`src/rtl/carpma_birimi.sv`:
```
// Multi-cycle RV32M multiplier: 33x17 partial products over four cycles,
// with a registered 32-bit result that is held while write-back stalls.
module carpma_birimi (
  input  logic        clk_i,
  input  logic        rst_i,
  input  logic        basla_i,
  input  logic [1:0]  islem_i,
  input  logic [31:0] deger1_i,
  input  logic [31:0] deger2_i,
  input  logic        durdur_i,
  input  logic        iptal_i,
  output logic        mesgul_o,
  output logic        gecerli_o,
  output logic [31:0] sonuc_o
);

  typedef enum logic [2:0] {
    BOSTA  = 3'd0,
    KISMI0 = 3'd1,
    KISMI1 = 3'd2,
    TOPLA  = 3'd3,
    SONUC  = 3'd4
  } durum_t;

  durum_t durum, durum_n;

  logic signed [32:0] a33;
  logic signed [32:0] b33;
  logic               ust;
  logic signed [49:0] p0;
  logic signed [49:0] p1;
  logic signed [49:0] p0_n;
  logic signed [49:0] p1_n;
  logic [31:0]        sonuc;
  logic               kabul;
  logic               sa;
  logic               sb;

  function automatic logic signed [49:0] sext50_33(input logic signed [32:0] x);
    return {{17{x[32]}}, x};
  endfunction

  function automatic logic signed [49:0] sext50_17(input logic signed [16:0] x);
    return {{33{x[16]}}, x};
  endfunction

  // Recombine the two partial products and pick the requested 32-bit half.
  function automatic logic [31:0] yarim_sec(input logic signed [49:0] k0,
                                            input logic signed [49:0] k1,
                                            input logic               ust_sec);
    logic signed [65:0] carpim;
    carpim = {{16{k0[49]}}, k0} + {k1, 16'h0000};
    return ust_sec ? carpim[63:32] : carpim[31:0];
  endfunction

  assign mesgul_o  = (durum == KISMI0) || (durum == KISMI1) || (durum == TOPLA) ||
                     ((durum == SONUC) && durdur_i);
  assign gecerli_o = (durum == SONUC);
  assign sonuc_o   = sonuc;
  assign kabul     = basla_i && !mesgul_o && !iptal_i;

  // Operand sign extension: only MULHU treats rs1 as unsigned, MULHSU/MULHU rs2.
  assign sa = (islem_i != 2'b11);
  assign sb = !islem_i[1];

  assign p0_n = sext50_33(a33) * sext50_17($signed({1'b0, b33[15:0]}));
  assign p1_n = sext50_33(a33) * sext50_17(b33[32:16]);

  always_comb begin
    durum_n = durum;
    case (durum)
      BOSTA:   if (kabul) durum_n = KISMI0;
      KISMI0:  durum_n = KISMI1;
      KISMI1:  durum_n = TOPLA;
      TOPLA:   durum_n = SONUC;
      SONUC: begin
        if (durdur_i)   durum_n = SONUC;
        else if (kabul) durum_n = KISMI0;
        else            durum_n = BOSTA;
      end
      default: durum_n = BOSTA;
    endcase
    if (iptal_i) durum_n = BOSTA;
  end

  always_ff @(posedge clk_i) begin
    if (rst_i) begin
      durum <= BOSTA;
      a33   <= '0;
      b33   <= '0;
      ust   <= 1'b0;
      p0    <= '0;
      p1    <= '0;
      sonuc <= '0;
    end else begin
      durum <= durum_n;
      // operand capture stage
      if (kabul) begin
        a33 <= {sa & deger1_i[31], deger1_i};
        b33 <= {sb & deger2_i[31], deger2_i};
        ust <= (islem_i != 2'b00);
      end
      // partial product stages
      if (durum == KISMI0) p0 <= p0_n;
      if (durum == KISMI1) p1 <= p1_n;
      // summation stage; a flush in the same cycle discards the result
      if ((durum == TOPLA) && !iptal_i) sonuc <= yarim_sec(p0, p1, ust);
    end
  end

endmodule

```
`config.mk`:
```
export PLATFORM = sky130hd
export DESIGN_NAME = carpma_birimi
export DESIGN_NICKNAME = d
export VERILOG_FILES = /design/src/rtl/carpma_birimi.sv
export SDC_FILE = /design/constraint.sdc
export NUM_CORES = 2
export LEC_CHECK = 0
export BUFFER_PORTS_ARGS = -buffer_cell sky130_fd_sc_hd__buf_4
export CAP_MARGIN = 15
export CORE_MARGIN = 2
export CORE_UTILIZATION = 35
export DETAILED_ROUTE_END_ITERATION = 6
export MAX_ROUTING_LAYER = met4
export PLACE_DENSITY_LB_ADDON = 0.25
export REMOVE_ABC_BUFFERS = 1
export SLEW_MARGIN = 20
export SYNTH_ARGS = -nofsm -noshare
export SYNTH_HDL_FRONTEND = slang
export SYNTH_SLANG_ARGS = --single-unit
```
`constraint.sdc`:
```
create_clock -name clk_i -period 12.25 [get_ports clk_i]
set_clock_uncertainty 0.05 [all_clocks]
set_input_delay 0.6125 -clock clk_i [delete_from_list [all_inputs] [get_ports clk_i]]
set_output_delay 0.6125 -clock clk_i [all_outputs]
set_load 0.03 [all_outputs]
```
==> flow_summary.json <==
{
  "syn_area_sq_mm": 0.0466,
  "max_cap_violations": 0,
  "clock_latency_ns": 0.54,
  "fin_crit_ns": 7.90,
  "design.core.area_sq_mm": 0.132,
  "nFillCells": 13600,
  "crit_fanout": 27,
  "p_total_mw": 1.95,
  "critical_path.max_stage_delay_ns": 0.81,
  "crit_chain": "clkinv_1, buf_4, nor2_1, fa_1, fa_1, fa_1, fa_1, fa_1, inv_1, fa_1, inv_1, ha_1, a211o_1, a21oi_1, nand2b_1, a311oi_2, o2111ai_1, a211oi_2, o31ai_2, a2111oi_2, o31ai_1, xnor2_1, o31ai_1",
  "drt_iter0_drc": 2136,
  "arrival_ns": 8.28,
  "fmax_ghz": 0.127,
  "tns_ns": 0,
  "area.sequential_sq_mm": 0.00401,
  "cts_root_buf": "clkbuf_16",
  "path_class": "register to register",
  "gp_congestion": 0.892,
  "cts_setup_buffers": 0,
  "wl_per_cell_um": 19.5,
  "synthFlopType": "dfxtp_1",
  "drive_above_1_share_pct": 4.57,
  "period_share_pct": 64.4,
  "fin_cells": 7123,
  "chipHeight_um": 369,
  "antenna_left": 0,
  "cp_top_family": "adder cells",
  "multi_input_area_sq_mm": 0.0372,
  "cp_slowest_cell": "dfxtp_1",
  "dp.cells": 7087,
  "status": "finished, final reports clean",
  "final_common_cell": "inv_1",
  "row_count": 133,
  "nets": 6728,
  "drv_slew": 0,
  "grt_max_degree": 83,
  "max-vdd-ir-drop_mv": 0.125,
  "cp.buffers_inverters": 4,
  "hold_ws_ns": 0.256,
  "design_area_sq_mm": 0.0497,
  "powerDensity_mw_per_mm2": 39.2,
  "vias": 35200,
  "clock_sink_count": 200,
  "start_util_pct": 35.4,
  "layout_common_cells": "inv_1 (1168), fa_1 (1026), nand2_1 (963)",
  "worst_setup_path_start_kind": "register",
  "synth_edf_count": 0,
  "fp.dieW_um": 369,
  "hold_viol_final": 0,
  "cts_made_buffers": 17,
  "max-slew-margin-rel_pct": 36.3,
  "clk_pin_slew_ns": 0.09,
  "finalSetupViolations": 0,
  "synth_seq_cells": 200,
  "viasPerCell": 4.94,
  "ctsResizeCount": 0,
  "port_buffers": 104,
  "yosysUniqueCellTypes": 69,
  "routed_wl_mm": 139,
  "rsz0062_at_grt": "no",
  "track_usage_pct": 22.1,
  "syn2layout_area_growth_pct": 6.61,
  "cp.required_ns": 12.64,
  "grt_pass1_wl_mm": 225,
  "grt_pass1_vias": 39000,
  "antenna_found_initial": 1,
  "dr.pass1.iters": 5,
  "place_area_sq_mm": 0.0491,
  "worst_slew_pin_slew_ns": 0.954,
  "synth-warning-count": 0,
  "grt-ovfl-total": 0,
  "h-tree-depth": 4,
  "yosysSeqAreaShare_pct": 8.58,
  "drcViolationCount": 0,
  "die-area_sq_mm": 0.136,
  "cp_common_cell": "fa_1",
  "endpoint_kind": "register",
  "pin_count": 105,
  "leakage_nw": 24.6,
  "cts_tree": "done",
  "synthCells": 5443,
  "ctsHoldBuffers": 0,
  "postSynthAreaPerCell_sq_um": 8.57,
  "hold_path_class": "input port to register",
  "cts_buffer_depth": 2,
  "synthArstFlopShare_pct": 0,
  "hpwlAfterDp_mm": 108
}
## cell families after synthesis
group	count (synthesis)	synth area share, %
adder cells (fa/ha/maj)	1306	51.5
flip-flops	200	8.58
XOR/XNOR	136	2.55
multiplexers	16	0.349
AND/OR/NAND/NOR	1694	16.9
buffers and inverters	1463	11.8
AO/OA/AOI/OAI	628	8.34
## through the flow
stage | setup WS (ns) | utilization [%]
after floorplan | 5.48 | -
after global placement | 4.52 | 37.2
after detailed placement | 4.50 | 37.2
after CTS | 4.42 | 37.7
after global routing | 3.99 | 37.7
final | 4.36 | 37.7
## worst reg2reg max path, delay by kind of cell, from the launching register on
family | cells | cell delay (ns)
AOI/OAI and AO/OA | 9 | 2.63
xor gates and xnor gates | 1 | 0.15
adders and majority gates | 7 | 3.22
buffers and inverters | 4 | 0.55
DFF | 1 | 0.81
and+or+nand+nor | 2 | 0.41
## power by group
part	leakage [nW]	switching, mW	internal, mW
Combinational	22.7	0.441	0.210
Sequential	1.62	0.0191	0.665
Clock	0.278	0.341	0.272
Total	24.6	0.802	1.15
## sequential cells by signal, summed over array words and instances, names as in the netlist
name     count
p0          50
p1          48
a33         33
b33         33
sonuc_o     32
durum        3
ust          1
## metal layers
| layer | vias up | track usage [%] | share of wire [%] |
|---|---|---|---|
| met4 | 0 | 7.42 | 3.4 |
| met3 | 192 | 1.90 | 3.9 |
| met1 | 18200 | 27.2 | 42 |
| li1 | 16000 | - | - |
| met2 | 812 | 38.2 | 50 |
| met5 | - | - | 0 |
## synth_stat cells, types with 24 or more instances
cell / n / share of area [%]
dfxtp_1: 200 / 8.6
nand3_1: 34 / 0.36
a211oi_1: 30 / 0.48
o21ai_0: 86 / 0.92
nor2_1: 121 / 0.97
and2_1: 446 / 6.0
fa_1: 1026 / 44
clkbuf_1: 291 / 2.3
a21o_1: 89 / 1.4
inv_1: 1168 / 9.4
nand2b_1: 26 / 0.35
xor2_1: 51 / 0.96
a21oi_1: 276 / 3.0
o21a_1: 24 / 0.39
ha_1: 280 / 7.5
nand2_1: 963 / 7.7
xnor2_1: 85 / 1.6
## final timing paths
| kind | endpoint | depth (start not counted) | slack (ns) | startpoint |
|---|---|---|---|---|
| worst max register to register | p1[46] | 23 | 4.36 | b33[32] |
| worst min-delay path | b33[15] | 3 | 0.26 | deger2_i[15] |
| worst max-delay path | p1[46] | 23 | 4.36 | b33[32] |
| worst min register to register | b33[25] | 2 | 0.41 | b33[25] |
## cell type report
type | instances | area share (%)
diodes | 4 | 0.0201
clock buffers | 17 | 0.855
clock inverters | 15 | 0.312
inverters | 1169 | 8.82
multi-input cells | 3780 | 74.7
flip-flops and latches | 200 | 8.06
well taps | 1755 | 4.42
repair buffers | 183 | 2.77
No activity file was read; power rests on OpenSTA's default activity.
